File: src/rtl/calc_pkg.sv
// Shared constants and state encoding for the sum-to-BCD path.
// Widths default to the 18-bit adder sum (19 bits with carry).
package calc_pkg;
  localparam int SUM_W      = 19;
  localparam int BCD_DIGITS = 6;

  typedef enum logic [1:0] {
    IDLE  = 2'd0,
    SHIFT = 2'd1,
    DONE  = 2'd2
  } state_t;
endpackage

File: src/rtl/bcd_adj3.sv
// Double-dabble cell: add 3 to a BCD nibble when it is 5 or more.
// Ports: i_nib nibble in, o_nib adjusted nibble out.
module bcd_adj3 (
  input  logic [3:0] i_nib,
  output logic [3:0] o_nib
);
  // Inputs above 9 never occur, so the 4-bit add cannot carry out.
  assign o_nib = (i_nib >= 4'd5) ? i_nib + 4'd3 : i_nib;
endmodule

File: src/rtl/sum_bcd_converter.sv
// Serial binary-to-BCD converter, one bit per clock, start/done handshake.
// Ports: clk, reset (async high), start, sum_in -> busy, done, bcd.
module sum_bcd_converter
  import calc_pkg::*;
#(
  parameter int IN_W   = SUM_W,
  parameter int DIGITS = BCD_DIGITS
) (
  input  logic                  clk,
  input  logic                  reset,
  input  logic                  start,
  input  logic [IN_W-1:0]       sum_in,
  output logic                  busy,
  output logic                  done,
  output logic [4*DIGITS-1:0]   bcd
);
  localparam int BW = 4 * DIGITS;
  localparam int CW = $clog2(IN_W);
  localparam int TW = BW + IN_W;
  localparam logic [CW-1:0] LAST = CW'(IN_W - 1);

  state_t          r_state;
  logic [CW-1:0]   r_cnt;
  logic [BW-1:0]   r_bcd_work;
  logic [IN_W-1:0] r_bin_work;
  logic [BW-1:0]   r_bcd;

  logic [BW-1:0]   w_adj;
  logic [TW-1:0]   w_shift;

  for (genvar g = 0; g < DIGITS; g++) begin : g_adj
    bcd_adj3 u_adj (
      .i_nib (r_bcd_work[4*g +: 4]),
      .o_nib (w_adj[4*g +: 4])
    );
  end

  assign w_shift = {w_adj, r_bin_work} << 1;

  always_ff @(posedge clk or posedge reset) begin
    if (reset) begin
      r_state    <= IDLE;
      r_cnt      <= '0;
      r_bcd_work <= '0;
      r_bin_work <= '0;
      r_bcd      <= '0;
    end else begin
      unique case (r_state)
        IDLE, DONE: begin
          if (start) begin
            r_state    <= SHIFT;
            r_cnt      <= '0;
            r_bcd_work <= '0;
            r_bin_work <= sum_in;
          end else begin
            r_state <= IDLE;
          end
        end
        SHIFT: begin
          {r_bcd_work, r_bin_work} <= w_shift;
          if (r_cnt == LAST) begin
            // Last shift: publish the result on this edge only.
            r_state <= DONE;
            r_bcd   <= w_shift[TW-1:IN_W];
          end else begin
            r_cnt <= r_cnt + 1'b1;
          end
        end
        default: r_state <= IDLE;
      endcase
    end
  end

  assign busy = (r_state == SHIFT);
  assign done = (r_state == DONE);
  assign bcd  = r_bcd;
endmodule

File: config.mk
export PLATFORM = sky130hd
export DESIGN_NAME = sum_bcd_converter
export DESIGN_NICKNAME = d
export VERILOG_FILES = /design/src/rtl/calc_pkg.sv /design/src/rtl/bcd_adj3.sv /design/src/rtl/sum_bcd_converter.sv
export SDC_FILE = /design/constraint.sdc
export NUM_CORES = 1
export LEC_CHECK = 0
export BUFFER_PORTS_ARGS = -buffer_cell sky130_fd_sc_hd__buf_4
export CAP_MARGIN = 15
export CORE_MARGIN = 1.5
export CORE_UTILIZATION = 47
export CTS_BUF_LIST = sky130_fd_sc_hd__clkbuf_4 sky130_fd_sc_hd__clkbuf_8
export DETAILED_ROUTE_END_ITERATION = 10
export PLACE_DENSITY_LB_ADDON = 0.25
export SKIP_CTS_REPAIR_TIMING = 1
export SLEW_MARGIN = 10
export SYNTH_ARGS = -nofsm -noshare
export SYNTH_HDL_FRONTEND = slang
export SYNTH_SLANG_ARGS = --single-unit
File: constraint.sdc
create_clock -name clk -period 3.93 [get_ports clk]
set_input_delay 0.5895 -clock clk [delete_from_list [all_inputs] [get_ports clk]]
set_output_delay 0.5895 -clock clk [all_outputs]
set_load 0.02 [all_outputs]
### Word-level counts from Yosys, hierarchy flattened

Cells that the tools add are included.

| word-level totals | value |
|---|---|
| flip-flop bits (word level) | 74 |
| bits in latches | 0 |
| RAM bits | 0 |
| bits in read-only memories | 0 |
| bits of input ports | 22 |
| memories | 0 |

| cells by class | value |
|---|---|
| add/sub/neg operators | 7 |
| $mul | 0 |
| div/mod/pow operators | 0 |
| magnitude comparators | 6 |
| eq/ne operators | 6 |
| shift-type cells | 0 |
| muxes and demuxes | 16 |
| bitwise logic cells | 0 |
| reductions and logical operators | 6 |

Operators by type and width:

| kind | count |
|---|---|
| $pmux W24 S2 | 1 |
| $pmux W19 S2 | 1 |
| $ge A4 B3 Y1 const B | 6 |
| $mux W24 | 1 |
| $add A4 B2 Y4 const B | 5 |
| $mux W4 | 5 |
| $mux W19 | 1 |
| $mux W5 | 2 |
| $pmux W5 S2 | 1 |
| $add A5 B1 Y5 const B | 1 |
| $eq A5 B5 Y1 const B | 1 |
| $ne A2 B2 Y1 const B | 2 |
| $pmux W2 S2 | 1 |
| $reduce_and A2 Y1 | 2 |
| $add A3 B2 Y3 const B | 1 |
| $mux W3 | 1 |
| $reduce_and A3 Y1 | 1 |
| $eq A2 B1 Y1 const B | 1 |
| $eq A2 B2 Y1 const B | 1 |
| $logic_not A2 Y1 | 1 |
| $mux W2 | 1 |
| $ne A2 B1 Y1 const B | 1 |
| $reduce_bool A2 Y1 | 1 |
| $reduce_or A2 Y1 | 1 |
| $mux W1 | 1 |

### Depth between registers and ports, before layout

Gate-level depths: netlist (run 1).

| depth | value |
|---|---|
| depth after elaboration | 4 |
| gate-level depth with buffers | 7 |
| depth with buffers taken out | 6 |

### Cells and area by module

From an unflattened synthesis (run 1), not the netlist that was laid out.

| second synthesis, totals | value |
|---|---|
| cells, all modules | 315 |
| area, all modules | 3647.2 um^2 |

By module, submodules not included:

| module | times used | cells each | area each (um^2) | seq. area each (um^2) |
|---|---|---|---|---|
| sum_bcd_converter | 1 | 219 | 3039.2 | 1851.8 |
| bcd_adj3 | 6 | 16 | 101.3 | 0.0 |

### Worst setup path before layout (run 1)

Ideal clock, no wire load.

| path | value |
|---|---|
| kind | reg2out |
| from | register r_state[1] |
| to | output port busy |
| data arrival time | 964 ps |
| slack | 2376 ps |
| stages on the path, launching flop included | 5 |
| buffers on the path | 2 |
| path through | dfrtp_1 -> nand2b_1 -> buf_4 -> inv_4 -> buf_2 |

| between the ends | value |
|---|---|
| word-level cells in the longest chain between the ends | 1 |

RTL lines:

| item | line | RTL |
|---|---|---|
| from (decl) | sum_bcd_converter.sv:22 | `state_t r_state;` |
| from (signal assigned) | sum_bcd_converter.sv:42 | `r_state <= IDLE;` |
| from (signal assigned) | sum_bcd_converter.sv:51 | `r_state <= SHIFT;` |
| from (signal assigned) | sum_bcd_converter.sv:56 | `r_state <= IDLE;` |
| $eq A2 B1 Y1 | sum_bcd_converter.sv:74 | `assign busy = (r_state == SHIFT);` |
| to (decl) | sum_bcd_converter.sv:13 | `output logic busy,` |

Every way passes these cells.

### Worst setup path after layout (run 1)

Same ends and word-level chain as after synthesis.

==> reports/results.ini, run 1 <==
[yosys]
synth-seq-cells = 74
synth-seq-area-share = 0.517
yosysTopAreaCellShare = 0.517
synth_area_leader_cell = dfrtp_1
synthCells = 351
synth_area_leaders = dfrtp_1 (52%), nand2_1 (6.4%), ha_1 (4.9%)
synth_cell_types = 31
mappedNetlistArea_um2 = 3580
yosysWarnings = 0
syn_nets = 387
avgSynthCellArea_um2 = 10.2

[clock_network]
h-tree-depth = 3
cts-root-buf = clkbuf_8
cts_inserted_buffers = 9
clkSlewWorstSetupHoldPaths_ps = 80
cts_tree = built
worstSkewPairLatency_ps = 350
clockBufferDepth = 2
cts_sinks = 74

[setup_path]
r2r_cells = 6
regToRegStartpoint = r_cnt[0]$_DFFE_PP0P_
cp.arrival_ps = 1400
rrSetupSlack_ps = 2150
reg2reg_to = bcd[10]$_DFFE_PP0P_
max_stage_delay_ps = 370
slowest_stage = dfrtp_1
start_kind = register
cp-end-kind = primary output
critPathMaxFanout = 25
path_class = reg -> out
crit_chain = nand2b_2, inv_4, buf_4
required_ps = 3340

[routing]
antenna_left = 0
first_pass_iters = 4
drc = 0
wire_per_inst_um = 13.6
routed_wl_um = 6780
drt_iter0_markers = 160
viasPerCell = 5.16
vias = 2572

[placed_design]
gp_congestion = 0.791
placed_cells = 483
dp_hpwl_um = 4370
dp_slack_ps = 1990
io_buffer_count = 47
placedInstanceArea_um2 = 3980

[final_layout]
nets = 431
final_cells = 498
final_common_cell = dfrtp_1
drive_gt1_frac = 0.218
syn2layout_area_growth_pct = 19.3
final_area_um2 = 4270
fillCellCount = 626
antennaDiodeCount = 0
final_cell_mix = dfrtp_1 (74), nand2_1 (61), buf_4 (50), o21ai_0 (30), nor2_1 (20)

[power_and_ir_drop]
cellLeakagePower_uw = 0.00202
seqPwrFrac = 0.352
powerDensity_nw_per_um2 = 924
power_frac_clock = 0.214
p_sw_uw = 1510
pwr-share-comb = 0.434
vdd_drop_max_uv = 417
internal-power_uw = 2440
p_sw_frac = 0.383

[sta]
finalCriticalPeriod_ps = 1990
maxSlewViolCount = 0
skew_ps = 7.80
rsz0062_at_grt = false
fmax_ghz = 0.502
setup_tns_ps = 0
finalSetupViolations = 0
fin_hold_ws_ps = 462
max_slew.worst_pin.slew_ps = 925
fin_crit_sh = 0.506
fin_ws_ps = 1940
hold_viol_final = 0
maxSlewHeadroom = 0.383

[flow_run]
drv_cap = 0

[floorplanning]
dieArea_um2 = 8150
num_io_pins = 48
start_util = 0.491
placementRows = 31
die_h_um = 90.3
die_w_um = 90.3
coreArea_um2 = 7290

[global_routing]
grt_pass1_wl_um = 11600
overflow = 0
grt_use_total = 0.178
grt_pass1_vias = 2372
antenna_found_initial = 0
grt_max_degree = 75

[min_path]
hp-start = sum_in[0]
hp-class = in -> reg
min_to = r_bin_work[0]$_DFFE_PP0P_
holdPathStages = 2

[outcome]
outcome = finished clean

[cells in the mapped netlist]
cell type and count:
clkbuf_1 4, a21oi_1 15, and4bb_4 1, a31oi_1 18
nand4_1 2, nand3_1 7, buf_4 1, inv_4 2
nor2b_1 2, nand2b_1 9, nor3b_1 12, dfrtp_1 74
nand4b_1 1, o21ai_0 30, buf_2 11, inv_1 14
nor2_1 20, o21ai_1 1, a21oi_2 3, mux2_4 9
mux2i_1 7, xnor2_1 6, nand2_8 1, ha_1 14
buf_12 1, nor2_4 1, xor2_1 2, nor3_1 6
a22o_1 13, nand2_1 61, mux2_2 3
[worst max-delay path, delay by kind of cell, from the launching register on]
kind                   cells  cell delay [ps]
buffers and inverters      2              480
DFF                        1              370
and+or+nand+nor            1              200
[worst max-delay path by stage]
stage                                       from  cells after the start                   end
after global placement                     start                      5  r_cnt[2]$_DFFE_PP0P_
after floorplan                            reset                      1    bcd[0]$_DFFE_PP0P_
after global routing      r_state[1]$_DFFE_PP0P_                      3                  busy
after CTS                 r_state[1]$_DFFE_PP0P_                      3                  busy
final                     r_state[1]$_DFFE_PP0P_                      3                  busy
after detailed placement                   start                      5  r_cnt[2]$_DFFE_PP0P_
[per-stage QoR]
stage | power [uW] | util
floorplan | 2660 | -
global placement | 3060 | 0.546
detailed placement | 3120 | 0.546
CTS | 3980 | 0.586
global route | 4260 | 0.586
finish | 3950 | 0.586
[layout make-up]
| class | instances | area [um^2] | share of cell area |
|---|---|---|---|
| clock buffer | 10 | 138 | 0.0322 |
| clock inverter | 5 | 150 | 0.0352 |
| inverter | 16 | 65.1 | 0.0152 |
| multi-input combinational | 244 | 1570 | 0.367 |
| sequential | 74 | 1850 | 0.434 |
| tap | 99 | 124 | 0.0290 |
| timing repair buffer | 50 | 375 | 0.0879 |
[power by group through the flow]
stage          Clock (uW)  Combinational, uW  Sequential, uW
4_1_cts               856               1740            1390
3_5_place_dp            0               1720            1400
2_1_floorplan           0               1210            1450
6_report              845               1710            1390
3_3_place_gp            0               1670            1390
5_1_grt               892               1930            1440
[kinds of logic (layout without fill, tap and decap cells)]
kind of cell | after synthesis | count (layout) | synth area share
AND/OR/NAND/NOR | 123 | 123 | 0.167
multiplexers | 19 | 19 | 0.0668
AO/OA/AOI/OAI | 80 | 80 | 0.135
XOR/XNOR | 8 | 8 | 0.0196
buffers and inverters | 33 | 81 | 0.0455
adder cells (fa/ha/maj) | 14 | 14 | 0.0490
flip-flops | 74 | 74 | 0.517
[routing by layer]
metal,share of wire,track usage,up-vias
li1,-,-,1294
met1,0.49,0.252,1221
met3,0.036,0.0337,8
met4,0.018,0.0754,0
met2,0.46,0.270,49
met5,0,0,-
[state kept, by name, summed over array words and instances, names as in the netlist]
| name | count |
|---|---|
| bcd | 24 |
| r_bcd_work | 24 |
| r_bin_work | 19 |
| r_cnt | 5 |
| r_state | 2 |
(Power assumes the default switching activity.)
==> inputs of run 2 (changes only) <==
==> constraint.sdc (replaced) <==
create_clock -name clk -period 1.7 [get_ports clk]
set_input_delay 0.255 -clock clk [delete_from_list [all_inputs] [get_ports clk]]
set_output_delay 0.255 -clock clk [all_outputs]
set_load 0.02 [all_outputs]
==> run 2 against run 1 <==
Against the previous run: power up 120%; design area unchanged; count of clock-buffer cells in the layout up 1; global-route usage up 0.66 points; utilization unchanged; routed wire length up 2.6%; die area unchanged; critical endpoint unchanged.
==> reports/results.ini, run 2 (synthesis results as in run 1) <==
[outcome]
outcome = finished clean  ; unchanged

[global_routing]
grt_max_degree = 61  ; was 75
antenna_found_initial = 0  ; unchanged
overflow = 0  ; unchanged
grt_use_total = 0.185  ; was 0.178
grt_pass1_vias = 2552  ; was 2372
grt_pass1_wl_um = 12000  ; was 11600 um

[final_layout]
drive_gt1_frac = 0.238  ; was 0.218
antennaDiodeCount = 0  ; unchanged
nets = 438  ; was 431
final_cell_mix = dfrtp_1 (74), nand2_1 (61), buf_4 (54), o21ai_0 (30), nor2_1 (20)  ; was dfrtp_1 (74), nand2_1 (61), buf_4 (50), o21ai_0 (30), nor2_1 (20)
final_cells = 506  ; was 498
final_common_cell = dfrtp_1  ; unchanged
post-route-util = 0.586  ; unchanged
syn2layout_area_growth_pct = 19.3  ; unchanged

[setup_path]
reg2reg_to = bcd[18]$_DFFE_PP0P_  ; was bcd[10]$_DFFE_PP0P_
cp-end-kind = primary output  ; unchanged
max_stage_delay_ps = 400  ; was 370 ps
cp.arrival_ps = 1360  ; was 1400 ps
regToRegStartpoint = r_bcd_work[16]$_DFFE_PP0P_  ; was r_cnt[0]$_DFFE_PP0P_
required_ps = 1440  ; was 3340 ps
path_class = reg -> out  ; unchanged
crit_chain = nand2b_2, clkinv_4, buf_6, buf_4  ; was nand2b_2, inv_4, buf_4
path_buf_inv = 3  ; was 2
start_kind = register  ; unchanged
rrSetupSlack_ps = 120  ; was 2150 ps
slowest_stage = dfrtp_1  ; unchanged
r2r_cells = 6  ; unchanged
crit_family = flip-flops  ; was buffers and inverters
critPathMaxFanout = 10  ; was 25

[min_path]
holdPathStages = 2  ; unchanged
hp-start = sum_in[0]  ; unchanged
min_to = r_bin_work[0]$_DFFE_PP0P_  ; unchanged
hp-class = in -> reg  ; unchanged

[routing]
viasPerCell = 5.22  ; was 5.16
first_pass_iters = 5  ; was 4
routed_wl_um = 6960  ; was 6780 um
antenna_left = 0  ; unchanged
vias = 2641  ; was 2572
drt_iter0_markers = 127  ; was 160
drc = 0  ; unchanged
wire_per_inst_um = 13.8  ; was 13.6 um

[power_and_ir_drop]
vdd_drop_max_uv = 839  ; was 417 uV
total_power_uw = 8680  ; was 3950 uW
cellLeakagePower_uw = 0.00202  ; about the same
powerDensity_nw_per_um2 = 2030  ; was 924 nW/um^2

[floorplanning]
placementRows = 31  ; unchanged
coreArea_um2 = 7290  ; unchanged
start_util = 0.491  ; unchanged
die_h_um = 90.3  ; unchanged
die_w_um = 90.3  ; unchanged
dieArea_um2 = 8150  ; unchanged
num_io_pins = 48  ; unchanged

[clock_network]
clkSlewWorstSetupHoldPaths_ps = 70  ; was 80 ps
worstSkewPairLatency_ps = 340  ; was 350 ps
cts_inserted_buffers = 9  ; unchanged
cts-root-buf = clkbuf_8  ; unchanged
clockBufferDepth = 2  ; unchanged
cts_sinks = 74  ; unchanged
cts_tree = built  ; unchanged
h-tree-depth = 3  ; unchanged

[sta]
fin_crit_sh = 0.951
maxSlewHeadroom = 0.570  ; was 0.383
rsz0062_at_grt = false  ; unchanged
finalCriticalPeriod_ps = 1620
max_slew.worst_pin.slew_ps = 643  ; was 925 ps
maxSlewViolCount = 0  ; unchanged
hold_viol_final = 0  ; unchanged
setup_tns_ps = 0  ; unchanged
fin_hold_ws_ps = 135  ; was 462 ps
finalSetupViolations = 0  ; unchanged
skew_ps = 6.05  ; was 7.80 ps
fmax_ghz = 0.619

[placed_design]
gp_congestion = 0.774  ; was 0.791
dp_hpwl_um = 4730  ; was 4370 um
io_buffer_count = 47  ; unchanged
placed_cells = 489  ; was 483

[flow_run]
drv_cap = 0  ; unchanged

run 2: cell types whose count changed in the layout (fill, tap and decap cells not counted), moves of 2 or more:
cell,change
a21oi_1,-3
bufinv_16,-4
a21oi_2,+3
clkinv_4,+2
buf_4,+4
clkinv_2,+3
run 2: area by class of cell:
type | count | area (um^2)
Fill cell | 678 | 3020
Sequential cell | 74 | 1850
Multi-Input combinational cell | 244 | 1580
Timing Repair Buffer | 57 | 447
Clock buffer | 11 | 145
Tap cell | 99 | 124
Inverter | 16 | 71.3
Clock inverter | 5 | 53.8
run 2: how the worst max path moves through the flow:
stage                                     startpoint                          to  cells after the start
after floorplan                 r_cnt[0]$_DFFE_PP0P_         bcd[14]$_DFFE_PP0P_                      7
after global placement          r_cnt[0]$_DFFE_PP0P_         bcd[13]$_DFFE_PP0P_                      6
after detailed placement   r_bcd_work[0]$_DFFE_PP0P_          bcd[2]$_DFFE_PP0P_                      6
after CTS                     r_state[1]$_DFFE_PP0P_                        busy                      4
after global routing      r_bcd_work[16]$_DFFE_PP0P_  r_bcd_work[18]$_DFFE_PP0P_                      6
final                         r_state[1]$_DFFE_PP0P_                        busy                      4
run 2: report_power, final:
group          switching, uW  internal [uW]
Sequential               654           2560
Clock                    633            729
Combinational           2230           1870
Total                   3520           5160
run 2: per-layer routing:
metal	track usage	vias up	share of wire
met5	0	-	0
met4	0.0463	0	0.010
met3	0.0665	8	0.043
met2	0.307	60	0.49
met1	0.230	1265	0.45
li1	-	1308	-
run 2: metrics by stage:
| step | setup WS (ps) | instance area (um^2) |
|---|---|---|
| after floorplan | 160 | 3580 |
| after global placement | 150 | 4040 |
| after detailed placement | 81.1 | 4040 |
| after CTS | -3.98 | 4240 |
| after global routing | 7.59 | 4270 |
| final | 83.8 | 4270 |
run 2: worst register-to-register path: cells and delay by family (launching register included):
| family | cells | cell delay (ps) |
|---|---|---|
| AOI/OAI and AO/OA | 1 | 210 |
| adders and majority gates | 1 | 240 |
| buffers and inverters | 1 | 110 |
| DFF | 1 | 410 |
| muxes | 2 | 450 |
| and+or+nand+nor | 1 | 110 |
==> inputs of run 3 (changes only) <==
--- a/config.mk
+++ b/config.mk
@@ -5,12 +5,13 @@
 export SDC_FILE = /design/constraint.sdc
 export NUM_CORES = 1
 export LEC_CHECK = 0
-export BUFFER_PORTS_ARGS = -buffer_cell sky130_fd_sc_hd__buf_4
 export CAP_MARGIN = 15
 export CORE_MARGIN = 1.5
 export CORE_UTILIZATION = 47
 export CTS_BUF_LIST = sky130_fd_sc_hd__clkbuf_4 sky130_fd_sc_hd__clkbuf_8
 export DETAILED_ROUTE_END_ITERATION = 10
+export DONT_BUFFER_PORTS = 1
+export GPL_ROUTABILITY_DRIVEN = 0
 export PLACE_DENSITY_LB_ADDON = 0.25
 export SKIP_CTS_REPAIR_TIMING = 1
 export SLEW_MARGIN = 10
==> run 3 against run 2 <==
Against the previous run: combinational power decreased by 15%; routed wire length is 1.4% lower; die area is the same; flip-flop and latch count is the same; register-to-register slack worse by 30 ps; utilization fell by 4.3 points; largest cell class unchanged; power decreased by 3.8%; setup slack better by 11 ps; critical endpoint is now bcd[10]$_DFFE_PP0P_; global-route usage fell by 0.17 points.
==> reports/results.ini, run 3 (synthesis results as in run 1) <==
[sta]
maxSlewHeadroom = 0.572  ; was 0.570
finalSetupViolations = 0  ; unchanged
fmax_ghz = 0.623  ; was 0.619 GHz
fin_ws_ps = 94.9  ; was 83.8 ps
finalCriticalPeriod_ps = 1610  ; was 1620 ps
hold_viol_final = 0  ; unchanged
setup_tns_ps = 0  ; unchanged
rsz0062_at_grt = false  ; unchanged
fin_crit_sh = 0.944  ; was 0.951
skew_ps = 8.12  ; was 6.05 ps
max_slew.worst_pin.slew_ps = 641  ; was 643 ps
maxSlewViolCount = 0  ; unchanged

[clock_network]
cts_inserted_buffers = 9  ; unchanged
h-tree-depth = 3  ; unchanged
cts_sinks = 74  ; unchanged
cts-root-buf = clkbuf_8  ; unchanged
cts_tree = built  ; unchanged
clockBufferDepth = 2  ; unchanged
worstSkewPairLatency_ps = 340  ; about the same
clkSlewWorstSetupHoldPaths_ps = 70  ; about the same

[placed_design]
dp_slack_ps = 80.0  ; was 81.1 ps
dp_hpwl_um = 4730  ; about the same
placed_cells = 446  ; was 489
io_buffer_count = 0  ; was 47

[routing]
drt_iter0_markers = 121  ; was 127
routed_wl_um = 6860  ; was 6960 um
drc = 0  ; unchanged
first_pass_iters = 4  ; was 5
vias = 2427  ; was 2641
antenna_left = 0  ; unchanged
viasPerCell = 5.25  ; was 5.22
wire_per_inst_um = 14.9  ; was 13.8 um

[floorplanning]
die_h_um = 90.3  ; unchanged
die_w_um = 90.3  ; unchanged
dieArea_um2 = 8150  ; unchanged
num_io_pins = 48  ; unchanged
placementRows = 31  ; unchanged
coreArea_um2 = 7290  ; unchanged
start_util = 0.491  ; unchanged

[min_path]
hp-class = in -> reg  ; unchanged
min_to = r_bin_work[0]$_DFFE_PP0P_  ; unchanged
hp-start = sum_in[0]  ; unchanged
holdPathStages = 1  ; was 2

[flow_run]
drv_cap = 0  ; unchanged

[global_routing]
overflow = 0  ; unchanged
grt_pass1_wl_um = 11900  ; was 12000 um
antenna_found_initial = 0  ; unchanged
grt_use_total = 0.183  ; was 0.185
grt_pass1_vias = 2463  ; was 2552
grt_max_degree = 41  ; was 61

[setup_path]
cp.arrival_ps = 1830  ; was 1360 ps
slowest_stage = dfrtp_1  ; unchanged
path_class = reg -> reg  ; was reg -> out
cp-end-kind = register  ; was primary output
crit_chain = inv_1, ha_1, and4bb_4, nand2_8, inv_4, mux2_2  ; was nand2b_2, clkinv_4, buf_6, buf_4
regToRegStartpoint = r_cnt[0]$_DFFE_PP0P_  ; was r_bcd_work[16]$_DFFE_PP0P_
required_ps = 1930  ; was 1440 ps
max_stage_delay_ps = 380  ; was 400 ps
critPathMaxFanout = 12  ; was 10
r2r_cells = 6  ; unchanged
start_kind = register  ; unchanged
reg2reg_to = bcd[10]$_DFFE_PP0P_  ; was bcd[18]$_DFFE_PP0P_
rrSetupSlack_ps = 90  ; was 120 ps

[final_layout]
final_cells = 462  ; was 506
final_cell_mix = dfrtp_1 (74), nand2_1 (61), o21ai_0 (30), nor2_1 (20), a31oi_1 (18)  ; was dfrtp_1 (74), nand2_1 (61), buf_4 (54), o21ai_0 (30), nor2_1 (20)
fillCellCount = 693  ; was 678
drive_gt1_frac = 0.157  ; was 0.238
final_common_cell = dfrtp_1  ; unchanged
syn2layout_area_growth_pct = 10.7  ; was 19.3%
nets = 395  ; was 438
antennaDiodeCount = 0  ; unchanged

[power_and_ir_drop]
powerDensity_nw_per_um2 = 2110  ; was 2030 nW/um^2
vdd_drop_max_uv = 1150  ; was 839 uV
cellLeakagePower_uw = 0.00180  ; was 0.00202 uW

[outcome]
outcome = finished clean  ; unchanged

[run 3: routing by layer]
| layer | track usage | up-vias | share of wire |
|---|---|---|---|
| met4 | 0.0476 | 0 | 0.010 |
| met5 | 0 | - | 0 |
| met3 | 0.0699 | 10 | 0.060 |
| met2 | 0.294 | 48 | 0.46 |
| met1 | 0.234 | 1151 | 0.47 |
| li1 | - | 1218 | - |
[run 3: final cells by class]
| cell class | instances | area, um^2 | share of cell area |
|---|---|---|---|
| multi-input combinational | 244 | 1590 | 0.402 |
| timing repair buffer | 14 | 133 | 0.0335 |
| clock buffer | 12 | 153 | 0.0385 |
| tap | 99 | 124 | 0.0313 |
| sequential | 74 | 1850 | 0.468 |
| inverter | 16 | 68.8 | 0.0174 |
| clock inverter | 3 | 40.0 | 0.0101 |
[run 3: metrics by stage]
step           power (uW)  utilization  instance area (um^2)  hold WS, ps
3_5_place_dp         6940        0.512                  3730          237
5_1_grt              9060        0.543                  3960         34.7
3_3_place_gp         6830        0.512                  3730          244
2_1_floorplan        6150            -                  3580          395
6_report             8350        0.543                  3960         49.6
4_1_cts              8320        0.538                  3930         -140
[run 3: worst max-delay path: cells and delay by family, from the launching register on]
family	cells	cell delay [ps]
DFF	1	380
and+or+nand+nor	2	360
muxes	1	370
adders and majority gates	1	140
buffers and inverters	2	250
[run 3: worst max-delay path by stage]
stage                                    from  depth (start not counted)                   endpoint  slack [ps]
floorplan                r_cnt[0]$_DFFE_PP0P_                          7        bcd[14]$_DFFE_PP0P_         160
global placement         r_cnt[0]$_DFFE_PP0P_                          6        bcd[13]$_DFFE_PP0P_         140
detailed placement  r_bcd_work[0]$_DFFE_PP0P_                          6         bcd[2]$_DFFE_PP0P_          80
CTS                 r_bcd_work[0]$_DFFE_PP0P_                          6         bcd[2]$_DFFE_PP0P_          60
global route           r_state[0]$_DFFE_PP0P_                          6  r_bcd_work[7]$_DFFE_PP0P_           3
finish                   r_cnt[0]$_DFFE_PP0P_                          6        bcd[10]$_DFFE_PP0P_          90
[run 3: power by group]
group	switching (uW)	internal, uW
clock network	611	739
registers	965	2560
logic	1880	1590
total	3460	4890
